### src/rtl/riscv_pkg.sv
// Shared types for the instruction fetch unit: reset vector, fetch FSM states
// and the {instr, pc} entry carried through the prefetch FIFO.
package riscv_pkg;

    localparam int              XLEN         = 32;
    localparam logic [XLEN-1:0] RESET_VECTOR = 32'h0000_0000;

    typedef enum logic [1:0] {
        BOOT,
        RUN,
        HALT
    } ifu_state_e;

    typedef struct packed {
        logic [31:0] instr;
        logic [31:0] pc;
    } fetch_entry_t;

endpackage

### src/rtl/ifu_fifo.sv
// Synchronous prefetch FIFO of fetch entries with flush; flush wins over push/pop.
// A push into a full FIFO without a simultaneous pop is a credit-protocol error.
module ifu_fifo
    import riscv_pkg::*;
#(
    parameter int DEPTH = 2
) (
    input  logic                       clk,
    input  logic                       reset,
    input  logic                       flush,
    input  logic                       push,
    input  fetch_entry_t               wdata,
    input  logic                       pop,
    output fetch_entry_t               head,
    output logic [$clog2(DEPTH+1)-1:0] count,
    output logic                       empty,
    output logic                       full
);

    localparam int AW = $clog2(DEPTH);
    localparam int CW = $clog2(DEPTH + 1);

    fetch_entry_t  mem [DEPTH];
    logic [AW-1:0] rd_ptr;
    logic [AW-1:0] wr_ptr;
    logic          do_push;
    logic          do_pop;

    assign empty   = (count == '0);
    assign full    = (count == CW'(DEPTH));
    assign do_pop  = pop & ~empty;
    assign do_push = push & (~full | do_pop);
    assign head    = mem[rd_ptr];

    always_ff @(posedge clk) begin
        if (reset || flush) begin
            rd_ptr <= '0;
            wr_ptr <= '0;
            count  <= '0;
        end else begin
            if (do_push) wr_ptr <= wr_ptr + AW'(1);
            if (do_pop)  rd_ptr <= rd_ptr + AW'(1);
            case ({do_push, do_pop})
                2'b10:   count <= count + CW'(1);
                2'b01:   count <= count - CW'(1);
                default: count <= count;
            endcase
        end
    end

    // NOTE: storage is deliberately not reset; pointers and count alone define validity.
    always_ff @(posedge clk) begin
        if (do_push) mem[wr_ptr] <= wdata;
    end

    overflow_a: assert property (@(posedge clk) disable iff (reset || flush)
                                 !(push && full && !pop));

endmodule

### src/rtl/instr_fetch_unit.sv
// Instruction fetch stage: owns the PC, issues credit-limited imem reads, buffers
// returns in a prefetch FIFO and handles redirects. Optional trap: IFU_MISALIGN_TRAP_EN.
module instr_fetch_unit
    import riscv_pkg::*;
#(
    parameter logic [31:0] RESET_PC        = RESET_VECTOR,
    parameter int          FIFO_DEPTH      = 2,
    parameter int          MAX_OUTSTANDING = 2
) (
    input  logic        clk,
    input  logic        reset,
    input  logic        pcsrc,
    input  logic [31:0] pctarget,
    output logic        imem_req,
    output logic [31:0] imem_addr,
    input  logic        imem_gnt,
    input  logic        imem_rvalid,
    input  logic [31:0] imem_rdata,
    output logic [31:0] instr,
    output logic [31:0] pc,
    output logic        if_valid,
    input  logic        if_ready,
    output logic        misalign
);

    localparam int CW = $clog2(MAX_OUTSTANDING + 1);

    ifu_state_e                      state_q, state_d;
    logic [31:0]                     fetch_pc;
    logic [31:0]                     resp_pc;
    logic [CW-1:0]                   outstanding, outstanding_nxt;
    logic [CW-1:0]                   kill;
    logic [$clog2(FIFO_DEPTH+1)-1:0] fifo_count;
    logic                            fifo_empty;
    logic                            fifo_full;
    fetch_entry_t                    fifo_head;
    logic                            has_credit;
    logic                            issue;
    logic                            push;
    logic                            bad_redirect;
    logic [31:0]                     load_target;

`ifdef IFU_MISALIGN_TRAP_EN
    assign bad_redirect = pcsrc & (pctarget[1:0] != 2'b00);
    assign load_target  = pctarget;

    always_ff @(posedge clk) begin
        if (reset)      misalign <= 1'b0;
        else if (pcsrc) misalign <= bad_redirect;
    end
`else
    logic unused_target_lsbs;
    assign unused_target_lsbs = ^pctarget[1:0];
    assign bad_redirect       = 1'b0;
    assign load_target        = {pctarget[31:2], 2'b00};
    assign misalign           = 1'b0;
`endif

    // Sum of in-flight requests and buffered words may never exceed the FIFO depth,
    // so every response is guaranteed a slot.
    assign has_credit = (int'(outstanding) + int'(fifo_count) < FIFO_DEPTH) &&
                        (int'(outstanding) < MAX_OUTSTANDING);
    assign issue      = imem_req & imem_gnt;
    assign imem_addr  = fetch_pc;
    assign push       = imem_rvalid & (kill == '0);

    // NOTE: combinational processes assign every output a default first, so no latch can form.
    always_comb begin
        state_d  = state_q;
        imem_req = 1'b0;
        unique case (state_q)
            BOOT: state_d = RUN;
            RUN: begin
                imem_req = has_credit;
                if (bad_redirect) state_d = HALT;
            end
            HALT:    if (pcsrc && !bad_redirect) state_d = RUN;
            default: state_d = BOOT;
        endcase
    end

    always_comb begin
        outstanding_nxt = outstanding;
        if (issue && !imem_rvalid)      outstanding_nxt = outstanding + CW'(1);
        else if (!issue && imem_rvalid) outstanding_nxt = outstanding - CW'(1);
    end

    // NOTE: state registers use non-blocking assignments so all flops update together.
    always_ff @(posedge clk) begin
        if (reset) begin
            state_q     <= BOOT;
            fetch_pc    <= RESET_PC;
            resp_pc     <= RESET_PC;
            outstanding <= '0;
            kill        <= '0;
        end else begin
            state_q     <= state_d;
            outstanding <= outstanding_nxt;
            if (pcsrc) begin
                // Everything still in flight after this edge belongs to the old stream.
                fetch_pc <= load_target;
                resp_pc  <= load_target;
                kill     <= outstanding_nxt;
            end else begin
                if (issue) fetch_pc <= fetch_pc + 32'd4;
                if (imem_rvalid) begin
                    if (kill != '0) kill    <= kill - CW'(1);
                    else            resp_pc <= resp_pc + 32'd4;
                end
            end
        end
    end

    ifu_fifo #(
        .DEPTH (FIFO_DEPTH)
    ) u_fifo (
        .clk   (clk),
        .reset (reset),
        .flush (pcsrc),
        .push  (push),
        .wdata ('{instr: imem_rdata, pc: resp_pc}),
        .pop   (if_valid & if_ready),
        .head  (fifo_head),
        .count (fifo_count),
        .empty (fifo_empty),
        .full  (fifo_full)
    );

    assign if_valid = ~fifo_empty;
    assign instr    = if_valid ? fifo_head.instr : 32'h0;
    assign pc       = if_valid ? fifo_head.pc    : 32'h0;

    logic unused_fifo_full;
    assign unused_fifo_full = fifo_full;

endmodule

### config.mk
export PLATFORM = sky130hd
export DESIGN_NAME = instr_fetch_unit
export DESIGN_NICKNAME = d
export VERILOG_FILES = /design/src/rtl/riscv_pkg.sv /design/src/rtl/ifu_fifo.sv /design/src/rtl/instr_fetch_unit.sv
export SDC_FILE = /design/constraint.sdc
export NUM_CORES = 1
export LEC_CHECK = 0
export CAP_MARGIN = 20
export CORE_AREA = 10 10 184 186
export CTS_CLUSTER_DIAMETER = 200
export CTS_CLUSTER_SIZE = 14
export DETAILED_ROUTE_END_ITERATION = 6
export DIE_AREA = 0 0 194 196
export SYNTH_ARGS = -nofsm -noshare
export SYNTH_HDL_FRONTEND = slang
export SYNTH_SLANG_ARGS = --single-unit
### constraint.sdc
create_clock -name clk -period 12.24 [get_ports clk]
set_input_delay 1.224 -clock clk [delete_from_list [all_inputs] [get_ports clk]]
set_output_delay 1.224 -clock clk [all_outputs]
set_load 0.01 [all_outputs]
After elaboration in Yosys (flattened, before gate mapping)

Memories as Yosys holds them, arrays and structs flattened. A register that Yosys moved wholly into a read port is not among the register bits.
Cells that the tools add are included.

Order comparisons: 2
Bitwise operators: 10
Eq/ne operators: 7
Reductions and logical operators: 19
Add/subtract/negate cells: 10
Mux-type cells: 20

Operators by type and width:

| operator                | count |
|---|---|
| $mux W32                | 7 |
| $add A32 B3 Y32 const B | 2 |
| $mux W2                 | 6 |
| $reduce_bool A2 Y1      | 5 |
| $reduce_and A2 Y1       | 4 |
| $eq A2 B2 Y1 const B    | 3 |
| $logic_not A2 Y1        | 3 |
| $pmux W2 S3             | 1 |
| $sub A2 B1 Y2 const B   | 3 |
| $and A1 B1 Y1           | 5 |
| $mux W1                 | 5 |
| $add A2 B1 Y2 const B   | 2 |
| $eq A2 B1 Y1 const B    | 2 |
| $ne A2 B2 Y1 const B    | 2 |
| $not A1 Y1              | 4 |
| $pmux W2 S2             | 1 |
| $add A2 B2 Y3           | 1 |
| $logic_and A1 B1 Y1     | 3 |
| $lt A3 B2 Y1 const B    | 1 |
| $add A1 B1 Y1 const B   | 2 |
| $logic_not A1 Y1        | 2 |
| $lt A2 B2 Y1 const B    | 1 |
| $reduce_or A2 Y1        | 1 |
| $logic_or A1 B1 Y1      | 1 |
| $or A1 B1 Y1            | 1 |

Flip-flop bits (word level): 74
Memories: 1
Output and inout port bits: 99
RAM bits: 128

Memory list:

| name       | depth | width | rd ports | clocked after memory_dff | write ports | line           | source |
|---|---|---|---|---|---|---|---|
| u_fifo.mem | 2     | 64    | 1        | 1                        | 1           | ifu_fifo.sv:23 | `fetch_entry_t mem [DEPTH];` |

Logic depth before layout (Yosys ltp)

Gate-level depths: netlist (run 1).

Depth after elaboration: 10
Mapped depth: 10
Depth with buffers taken out: 10

Modules after synthesis

A second synthesis (run 1) with hierarchy kept.

Cell total of the unflattened synthesis: 705
Area, all modules: 8852.2 µm²

By module, submodules not included:

| module           | times used | cells an instance | area an instance (µm²) |
|---|---|---|---|
| ifu_fifo         | 1          | 229               | 4895.9 |
| instr_fetch_unit | 1          | 476               | 3956.3 |

Least setup slack after synthesis (run 1)

No wires, ideal clock.

Kind: in2reg
Start point: input imem_rvalid
End point: memory u_fifo.mem[0][10] (netlist bit), enable pin
Path slack: 7556 ps
Library setup time: 482 ps
Data required time: 11758 ps
Cell stages on the path: 4
Arrival: 4202 ps
Path through: nand2_1 -> a21oi_1 -> inv_1 -> nor2_1

Word-level cells in the longest chain between the ends: 4

Ends and longest elaborated chain:

| what                          | line                   | source |
|---|---|---|
| start: declaration            | instr_fetch_unit.sv:17 | `input logic imem_rvalid,` |
| $and A1 B1 Y1                 | instr_fetch_unit.sv:65 | `assign push = imem_rvalid & (kill == '0);` |
| $and A1 B1 Y1                 | ifu_fifo.sv:32         | `assign do_push = push & (~full \| do_pop);` |
| $mux W1                       | ifu_fifo.sv:53         | `if (do_push) mem[wr_ptr] <= wdata;` |
| $mux W1 (implied by the code) | ifu_fifo.sv:53         |  |
| end: declaration              | ifu_fifo.sv:23         |  |

Every way passes these cells.

Worst setup path in the final report (run 1)

Start point: register u_fifo.count[0]
End point: output imem_req

Word-level cells in the longest chain between the ends: 4

Ends and longest elaborated chain:

| what                     | line                   | source |
|---|---|---|
| start: declaration       | ifu_fifo.sv:15         | `output logic [$clog2(DEPTH+1)-1:0] count,` |
| start signal: assignment | ifu_fifo.sv:44         | `2'b10: count <= count + CW'(1);` |
| start signal: assignment | ifu_fifo.sv:45         | `2'b01: count <= count - CW'(1);` |
| start signal: assignment | ifu_fifo.sv:46         | `default: count <= count;` |
| $add A2 B2 Y3            | instr_fetch_unit.sv:61 | `assign has_credit = (int'(outstanding) + int'(fifo_count) < FIFO_DEPTH) &&` |
| $lt A3 B2 Y1             | instr_fetch_unit.sv:61 |  |
| $logic_and A1 B1 Y1      | instr_fetch_unit.sv:61 |  |
| $mux W1                  | instr_fetch_unit.sv:71 | `unique case (state_q)` |
| end: declaration         | instr_fetch_unit.sv:14 | `output logic imem_req,` |

Every way passes these cells.

==> summary.txt, run 1 <==
Timing
  – Final hold vios: 0
  – Min setup slack post-route: 7.96 ns
  – Final count of pins violating max slew: 0
  – Hold_ws: 0.504 ns
  – Tcrit/Tclk final: 0.350
  – Min Tclk post-route: 4.28 ns
  – Fmax: 0.234 GHz
  – Worst slew margin: 0.312
  – Setup TNS: 0 ns
  – Worst Tran Pin Value: 1.03 ns
  – RSZ-0062 raised after global routing: no
  – Fin Clk Skew: 0.0141 ns
  – Final setup fails: 0

Clock network
  – Gates resized, CTS repair: 0
  – Root buffer cell: clkbuf_16
  – Clock latency on the worst-skew pair: 0.43 ns
  – CTS tree: built
  – # hold bufs at CTS: 0
  – Register clock-pin slew on the reported worst setup and hold paths: 0.07 ns
  – CTS HTree Levels: 4
  – TritonCTS Buffers: 17
  – Largest buffer count on any clock path: 2
  – Postcts setup bufs: 0
  – # clock sinks: 194

Yosys
  – Largest family of logic cells by synthesized area: simple AND/OR/NAND/NOR gates
  – YS warnings: 0
  – Post-synthesis mux area share: 0.0738
  – Compound-Gate Fraction of Synth Area: 0.111
  – Synth area leaders: edfxtp_1 43%, dfxtp_1 16%, mux2i_1 7.4%
  – Flops & latches, synth: 194
  – Unique masters post-synth: 50
  – Post-Synth Adder-Cell Area: 0.00808
  – Post-Synthesis Cells: 750
  – Top_reg_cell synth: edfxtp_1
  – Cell accounting for the most synthesized area: edfxtp_1
  – Post-Synth XOR/XNOR Area: 0.0262
  – Synth top area share: 0.429
  – Ys async rst share: 0
  – Post-Syn Area per Cell: 11.6 um^2
  – Sequential fraction of the synthesis area: 0.591
  – Post-synthesis simple-gate area fraction: 0.158
  – Synth Cell Area: 8680 um^2
  – Number of flops mapped to enable cells by yosys: 124

Setup path
  – Critical Path Source Type: flop
  – CP Class: reg -> out
  – Max Fanout on Critical Path: 14
  – Max stage delay on crit path: 0.63 ns
  – CP max stage cell: clkdlybuf4s50_1
  – Crit-path cells: and2_1, fa_1, or4b_4, inv_1, clkdlybuf4s50_1
  – CP required: 11.02 ns
  – Crit path DAT: 3.06 ns
  – Buf/Inv on CP: 2
  – CP top delay family: buffers and inverters
  – CP endpoint kind: output pin

Placed design
  – Placed instance count: 1267
  – IO Port Bufs: 161
  – RD Place Congestion: 0.753
  – Dpl hpwl: 16000 um
  – Pre-CTS setup slack: 8.10 ns

GRT
  – All-Layer GR Usage: 0.117
  – Aggregate global routing overflow: 0
  – Largest net degree at the start of global routing: 74
  – Antenna violations before repair: 0
  – First-pass GRT wire length: 35700 um
  – Vias in the first global route: 6117

Detailed routing
  – Via density: 4.77
  – First-pass iteration count of the detailed router: 4
  – Routed WL: 22600 um
  – Drt initial violations: 254
  – DR WL/cell: 17.4 um
  – Routed via count: 6196
  – DRC Markers: 0
  – Antenna Nets Post-Route: 0

Cells and area
  – N_diodes: 0
  – Area Overhead vs Synth: 30.3%
  – Final #Nets: 965
  – Commonest non-fill, non-tap cell in the layout: clkdlybuf4s50_1
  – Finished Layout Cells: 1299
  – Most frequent cells in the layout: 160 x clkdlybuf4s50_1, 124 x edfxtp_1, 89 x nor2_1, 69 x dfxtp_1, 64 x mux2i_1
  – Layout cells sized above 1: 0.0587

Die
  – Chip height: 196 um
  – Cell row count: 64
  – Initial Util: 0.287
  – Core area: 30300 um^2
  – Die ar.: 38000 um^2
  – Die Wd: 194 um
  – # IOs: 169

Flow run
  – Max Cap Viol: 0

Power
  – Peak supply drop: 80.1 uV
  – Total power: 1.60 mW
  – Power Density: 141 nW/um^2
  – Leak: 3.59 nW

Outcome
  – Run status: completed

Hold path
  – Hold crit path type: reg -> reg
-- Yosys cell counts, types with 2 or more instances --
| cell | instances |
|---|---|
| edfxtp_1 | 124 |
| nor2_1 | 91 |
| dfxtp_1 | 70 |
| mux2i_1 | 64 |
| clkbuf_1 | 39 |
| nand2_1 | 33 |
| o21a_1 | 29 |
| nor4_1 | 27 |
| a211oi_1 | 24 |
| nor3_1 | 24 |
| nand3_1 | 20 |
| nand4_1 | 20 |
| o31a_1 | 20 |
| a21boi_0 | 18 |
| xnor2_1 | 16 |
| inv_1 | 15 |
| and3_1 | 11 |
| and4_1 | 10 |
| xor2_1 | 10 |
| and2_1 | 9 |
| o21ai_0 | 8 |
| o31ai_1 | 8 |
| buf_4 | 5 |
| buf_1 | 4 |
| ha_1 | 4 |
| or3_1 | 4 |
| a21oi_1 | 3 |
| a311oi_1 | 3 |
| nor2b_1 | 3 |
| nor4b_1 | 3 |
| or2_2 | 3 |
| or4_1 | 3 |
| a21bo_2 | 2 |
| a31o_2 | 2 |
| a31oi_1 | 2 |
| buf_2 | 2 |
| nand2b_1 | 2 |
| o311ai_0 | 2 |
| or4b_2 | 2 |
-- state kept, by name, indices dropped and copies added (netlist names), named ones only --
signal         count
outstanding        2
state_q            1
resp_pc           30
u_fifo.rd_ptr      1
imem_addr         30
kill               2
u_fifo.count       2
u_fifo.mem       124
u_fifo.wr_ptr      1
-- cell families after synthesis --
kind of cell	count (synthesis)
AOI/OAI and AO/OA	126
buffers and inverters	66
muxes	64
adders and majority gates	5
xor gates and xnor gates	26
and+or+nand+nor	268
other	1
DFF	194
-- power breakdown --
| group | switching [mW] | internal, mW | leakage (nW) | total [mW] |
|---|---|---|---|---|
| Clock | 0.250 | 0.372 | 0.320 | 0.622 |
| Combinational | 0.102 | 0.0966 | 1.53 | 0.198 |
| Sequential | 0.0302 | 0.745 | 1.74 | 0.775 |
| Total | 0.382 | 1.21 | 3.59 | 1.60 |
-- layout make-up --
| type | count | area (um^2) |
|---|---|---|
| Timing Repair Buffer | 168 | 1660 |
| Tap cell | 396 | 495 |
| Clock inverter | 14 | 223 |
| Inverter | 15 | 56.3 |
| Clock buffer | 18 | 439 |
| Fill cell | 2972 | 19000 |
| Sequential cell | 194 | 5130 |
| Multi-Input combinational cell | 494 | 3310 |
-- metrics by stage --
step | utilization | area (um^2)
finish | 0.374 | 11300
global route | 0.374 | 11300
CTS | 0.374 | 11300
detailed placement | 0.352 | 10600
global placement | 0.352 | 10600
floorplan | - | 8690
-- final timing paths --
kind | start | endpoint | slack, ns | depth (start not counted)
setup / recovery | u_fifo.count[0] | imem_req | 7.96 | 5
hold / removal | resp_pc[21] | u_fifo.mem[0][21] | 0.50 | 0
setup reg to reg | u_fifo.count[0] | imem_addr[24] | 8.83 | 7
hold reg to reg | resp_pc[21] | u_fifo.mem[0][21] | 0.50 | 0
-- metal layers --
metal / global-route usage / share of wire / vias to the layer above
li1: - / - / 3098
met1: 0.160 / 0.49 / 2928
met2: 0.175 / 0.43 / 156
met3: 0.0355 / 0.068 / 14
met4: 0.0308 / 0.0077 / 0
met5: 0 / 0 / -
Power figures use the tool's default switching activity.
==> run 2, diff against run 1 <==
Clock period 12.24 ns to 4.1 ns, I/O delays scaled along.
==> run 2 against run 1 <==
Worst setup slack got worse by 7.3 ns. Core utilization increased by 0.16 points. Final cell count increased by 0.54%. Worst hold slack improved by 0.012 ns. Sequential power increased to 3.0 times the previous value. Clock power increased to 2.8 times the previous value. Routed wire length increased by 0.50%. Count of clock-buffer cells in the layout decreased by 1. First-iteration DRC count increased by 41%. Flip-flop and latch count unchanged. Die area unchanged. Via count increased by 0.68%. Critical path type unchanged. Largest cell class unchanged. Highest routed layer unchanged.
==> summary.txt, run 2 (synthesis gave the netlist of run 1 again) <==
Timing
  – Fmax: 0.290 GHz
  – Worst slew margin: 0.465 (+0.153)
  – RSZ-0062 raised after global routing: no
  – Final hold vios: 0 (unchanged)
  – Tcrit/Tclk final: 0.842
  – Final setup fails: 0 (unchanged)
  – Worst Tran Pin Value: 0.801 ns (-0.230 ns)
  – Min Tclk post-route: 3.45 ns
  – Setup TNS: 0 ns (unchanged)
  – Final count of pins violating max slew: 0 (unchanged)
  – Fin Clk Skew: 0.0152 ns (+0.00101 ns)
  – Min setup slack post-route: 0.650 ns (-7.31 ns)

Setup path
  – Critical Path Source Type: flop
  – CP max stage cell: clkdlybuf4s50_1
  – Max Fanout on Critical Path: 14 (unchanged)
  – Crit-path cells: and2_1, fa_1, or4b_4, inv_1, clkdlybuf4s50_1
  – Crit path DAT: 3.04 ns (-0.02 ns)
  – CP Class: reg -> out
  – Buf/Inv on CP: 2 (unchanged)
  – CP top delay family: buffers and inverters
  – CP endpoint kind: output pin
  – CP required: 3.69 ns (-7.33 ns)
  – Max stage delay on crit path: 0.64 ns (about the same)

Clock network
  – CTS HTree Levels: 4 (unchanged)
  – CTS tree: built
  – # hold bufs at CTS: 0 (unchanged)
  – Largest buffer count on any clock path: 2 (unchanged)
  – Postcts setup bufs: 0 (unchanged)
  – Clock latency on the worst-skew pair: 0.42 ns (about the same)
  – Gates resized, CTS repair: 0 (unchanged)
  – TritonCTS Buffers: 17 (unchanged)
  – Register clock-pin slew on the reported worst setup and hold paths: 0.08 ns (about the same)
  – # clock sinks: 194 (unchanged)
  – Root buffer cell: clkbuf_16

Placed design
  – Dpl hpwl: 16500 um (+3.3%)
  – Pre-CTS setup slack: 1.11 ns (-6.99 ns)
  – Dpl cell area: 10700 um^2 (+0.85%)
  – IO Port Bufs: 161 (unchanged)
  – RD Place Congestion: 0.760 (+0.94%)

GRT
  – Vias in the first global route: 6124 (+0.11%)
  – First-pass GRT wire length: 35900 um (+0.54%)
  – Aggregate global routing overflow: 0 (unchanged)
  – All-Layer GR Usage: 0.118 (+0.000934)
  – Largest net degree at the start of global routing: 44 (-41%)
  – Antenna violations before repair: 0 (unchanged)

Detailed routing
  – Antenna Nets Post-Route: 0 (unchanged)
  – DR WL/cell: 17.4 um (about the same)
  – Routed via count: 6238 (+0.68%)
  – Via density: 4.78 (+0.14%)
  – DRC Markers: 0 (unchanged)
  – First-pass iteration count of the detailed router: 5 (+1)
  – Routed WL: 22800 um (+0.50%)
  – Drt initial violations: 357 (+41%)

Cells and area
  – Final Core Density: 0.375 (+0.00161)
  – Seq. cell area: 5130 um^2 (unchanged)
  – Multi-input logic area: 3310 um^2 (unchanged)
  – Area Overhead vs Synth: 30.9%
  – Layout cells sized above 1: 0.0670 (+0.00834)
  – Fill cells: 2959 (-0.44%)
  – N_diodes: 0 (unchanged)
  – Most frequent cells in the layout: 160 x clkdlybuf4s50_1, 124 x edfxtp_1, 89 x nor2_1, 69 x dfxtp_1, 64 x mux2i_1
  – Final Cell Area: 11400 um^2 (+0.43%)
  – Final #Nets: 972 (+0.73%)
  – Max FFs per register: 124 (unchanged)
  – Biggest register: u_fifo.mem
  – Commonest non-fill, non-tap cell in the layout: clkdlybuf4s50_1

Die
  – Die Wd: 194 um (unchanged)
  – Initial Util: 0.287 (unchanged)
  – Die ar.: 38000 um^2 (unchanged)
  – Core area: 30300 um^2 (unchanged)
  – Chip height: 196 um (unchanged)
  – # IOs: 169 (unchanged)
  – Cell row count: 64 (unchanged)

Power
  – Peak supply drop: 271 uV (+240%)
  – Power Density: 411 nW/um^2 (+190%)
  – Leak: 3.62 nW (+0.82%)
  – Total power: 4.66 mW (+190%)

Flow run
  – Max Cap Viol: 0 (unchanged)

Hold path
  – Hold crit path type: reg -> reg

Outcome
  – Run status: completed
run 2: metal layers:
layer  vias up  global-route usage  routed length (um)
met5         -                   0                   0
met4         0              0.0259                 162
met3        10              0.0385                1610
met2       167               0.170                9770
met1      2955               0.166               11200
li1       3106                   -                   -
run 2: path summary, 6_finish.rpt:
check / start / to / slack [ns] / cells past startpoint
min reg2reg: resp_pc[21] / u_fifo.mem[1][21] / 0.52 / 0
max reg2reg: u_fifo.count[0] / imem_addr[24] / 1.09 / 8
min: resp_pc[21] / u_fifo.mem[1][21] / 0.52 / 0
max: u_fifo.count[0] / imem_req / 0.65 / 5
run 2: final cells by class:
class	count	area share
clock buffers	17	0.0375
clock inverters	15	0.0172
inverters	15	0.00496
multi-input cells	494	0.291
flip-flops and latches	194	0.452
well taps	396	0.0436
repair buffers	175	0.154
run 2: metrics by stage:
stage               hold slack, ns  instances
global placement             0.478       1274
global route                 0.529       1306
detailed placement           0.488       1274
finish                       0.516       1306
CTS                          0.515       1306
floorplan                    0.424        754
run 2: power breakdown:
group	internal, mW	leakage, nW	switching (mW)	total, mW
clock network	0.980	0.301	0.767	1.75
logic	0.297	1.58	0.305	0.602
registers	2.22	1.74	0.0916	2.31
total	3.50	3.62	1.16	4.66
==> run 3, diff against run 2 <==
Clock period 4.1 ns to 2.85 ns, I/O delays scaled along.
==> run 3 against run 2 <==
Count of clock-buffer cells in the layout unchanged. Critical path depth increased by 1. Global-route usage increased by 0.20 points. Highest routed layer unchanged. Combinational power increased by 49%. Design area increased by 1.6%. Core utilization increased by 0.59 points. Register-to-register slack got worse by 0.96 ns. First-iteration DRC count decreased by 16%.
==> summary.txt, run 3 (synthesis gave the netlist of run 1 again) <==
Placed design
  – Dpl cell area: 10900 um^2 (+1.1%)
  – RD Place Congestion: 0.779 (+2.5%)
  – Placed instance count: 1287 (+1.0%)
  – Dpl hpwl: 16400 um (-0.60%)
  – IO Port Bufs: 161 (unchanged)
  – Pre-CTS setup slack: 0.157 ns (-0.953 ns)

Detailed routing
  – Via density: 4.85 (+1.5%)
  – Drt initial violations: 299 (-16%)
  – Routed via count: 6394 (+2.5%)
  – Antenna Nets Post-Route: 0 (unchanged)
  – DRC Markers: 0 (unchanged)
  – DR WL/cell: 17.6 um (+1.2%)
  – Routed WL: 23200 um (+2.2%)
  – First-pass iteration count of the detailed router: 5 (unchanged)

Hold path
  – Hold EP: resp_pc[20]
  – Hold crit path type: in -> reg
  – Hold Path Stages: 3 (+3)
  – Worst hold start: pcsrc

Clock network
  – Root buffer cell: clkbuf_16
  – Clock latency on the worst-skew pair: 0.43 ns (about the same)
  – Register clock-pin slew on the reported worst setup and hold paths: 0.08 ns (about the same)
  – CTS HTree Levels: 4 (unchanged)
  – # clock sinks: 194 (unchanged)
  – CTS tree: built
  – Postcts setup bufs: 0 (unchanged)
  – TritonCTS Buffers: 17 (unchanged)
  – Largest buffer count on any clock path: 2 (unchanged)

Die
  – Core area: 30300 um^2 (unchanged)
  – Initial Util: 0.287 (unchanged)
  – Die Wd: 194 um (unchanged)
  – # IOs: 169 (unchanged)
  – Cell row count: 64 (unchanged)
  – Die ar.: 38000 um^2 (unchanged)
  – Chip height: 196 um (unchanged)

Timing
  – Fin Clk Skew: 0.0153 ns (+0.000131 ns)
  – Setup TNS: 0 ns (unchanged)
  – Final count of pins violating max slew: 0 (unchanged)
  – Min Tclk post-route: 2.72 ns
  – Hold_ws: 0.364 ns (-0.152 ns)
  – RSZ-0062 raised after global routing: no
  – Final hold vios: 0 (unchanged)
  – Worst slew margin: 0.634 (+0.169)
  – Fmax: 0.368 GHz
  – Tcrit/Tclk final: 0.954
  – Min setup slack post-route: 0.130 ns (-0.520 ns)
  – Final setup fails: 0 (unchanged)
  – Worst Tran Pin Value: 0.550 ns (-0.252 ns)

Setup path
  – CP Class: reg -> reg
  – Worst r2r dst: imem_addr[17]
  – Crit path DAT: 3.06 ns (+0.02 ns)
  – R2R Path Start: outstanding[0]
  – CP endpoint kind: flop
  – R2R depth: 6 (-2)
  – Max stage delay on crit path: 0.61 ns (-0.03 ns)
  – Buf/Inv on CP: 0 (-2)
  – CP required: 3.19 ns (-0.50 ns)
  – CP max stage cell: or4_4
  – CP top delay family: simple AND/OR/NAND/NOR gates
  – Crit-path cells: and2_1, fa_1, or4b_4, or4_4, or3_1, a211oi_1
  – Flop-to-flop setup slack: 0.13 ns (-0.96 ns)
  – Max Fanout on Critical Path: 9 (-5)
  – Critical Path Source Type: flop

Power
  – Leak: 3.69 nW (+2.0%)
  – Peak supply drop: 370 uV (+37%)
  – Comb pwr share: 0.130 (about the same)
  – Total power: 6.93 mW (+49%)
  – Clk pwr share: 0.391 (+0.016)
  – Power Density: 601 nW/um^2 (+46%)
  – Sequential group share of total power: 0.480 (-0.016)
  – Int Pwr: 5.23 mW (+49%)
  – Net Sw Frac: 0.245 (-0.00473)
  – Psw: 1.70 mW (+46%)

Cells and area
  – Biggest register: u_fifo.mem
  – Finished Layout Cells: 1319 (+1.0%)
  – Most frequent cells in the layout: 159 x clkdlybuf4s50_1, 124 x edfxtp_1, 89 x nor2_1, 69 x dfxtp_1, 64 x mux2i_1
  – Commonest non-fill, non-tap cell in the layout: clkdlybuf4s50_1
  – Final Cell Area: 11500 um^2 (+1.6%)
  – Final #Nets: 985 (+1.3%)
  – Area Overhead vs Synth: 32.9%
  – Max FFs per register: 124 (unchanged)
  – Layout cells sized above 1: 0.0823 (+0.0153)
  – Final Core Density: 0.381 (+0.00587)
  – N_diodes: 0 (unchanged)

Outcome
  – Run status: completed

GRT
  – Aggregate global routing overflow: 0 (unchanged)
  – First-pass GRT wire length: 36500 um (+1.7%)
  – Largest net degree at the start of global routing: 64 (+45%)
  – All-Layer GR Usage: 0.120 (+0.00195)
  – Antenna violations before repair: 0 (unchanged)
  – Vias in the first global route: 6283 (+2.6%)

Flow run
  – Max Cap Viol: 0 (unchanged)
run 3: changes by cell type in the layout (fill, tap and decap cells not counted), sizes merged:
| cell | delta |
|---|---|
| inv | -2 |
| dlygate4sd2 | +1 |
| bufinv | +2 |
| clkdlybuf4s50 | -1 |
| buf | +13 |
| clkinv | -4 |
| clkinvlp | +4 |
run 3: how the worst max path moves through the flow:
stage,startpoint,endpoint,depth (start not counted)
3_3_place_gp,outstanding[0],imem_addr[17],6
3_5_place_dp,outstanding[0],imem_addr[17],6
5_1_grt,outstanding[0],imem_addr[17],6
4_1_cts,outstanding[0],imem_addr[17],6
6_report,outstanding[0],imem_addr[17],6
2_1_floorplan,kill[0],u_fifo.mem[1][10],5
run 3: timing repair:
action / CTS / global route
pin swaps: 0 / 1
hold buffers: 0 / 0
gates resized for setup: 2 / 0
setup endpoints to repair: 1 / 1
run 3: power by group through the flow:
stage / logic (mW) / clock network, mW / registers, mW
6_report: 0.897 / 2.71 / 3.32
3_3_place_gp: 0.904 / 0 / 3.38
2_1_floorplan: 0.452 / 0 / 3.37
5_1_grt: 0.987 / 2.92 / 3.35
3_5_place_dp: 0.914 / 0 / 3.39
4_1_cts: 0.920 / 2.80 / 3.32
run 3: layer usage:
| metal | share of wire | vias up | track usage |
|---|---|---|---|
| li1 | - | 3142 | - |
| met1 | 0.50 | 3072 | 0.169 |
| met2 | 0.44 | 168 | 0.178 |
| met3 | 0.050 | 12 | 0.0327 |
| met4 | 0.0063 | 0 | 0.0245 |
| met5 | 0 | - | 0 |
run 3: area by class of cell:
| type | instances | area (um^2) |
|---|---|---|
| clock inverter | 15 | 248 |
| tap | 396 | 495 |
| timing repair buffer | 188 | 1870 |
| fill | 2928 | 18700 |
| inverter | 15 | 60.1 |
| sequential | 194 | 5130 |
| multi-input combinational | 494 | 3310 |
| clock buffer | 17 | 425 |
run 3: worst reg2reg max path, stage by stage (launching register included):
cell	delay, ns
dfxtp_1	0.31
and2_1	0.16
fa_1	0.43
or4b_4	0.58
or4_4	0.61
or3_1	0.34
a211oi_1	0.20
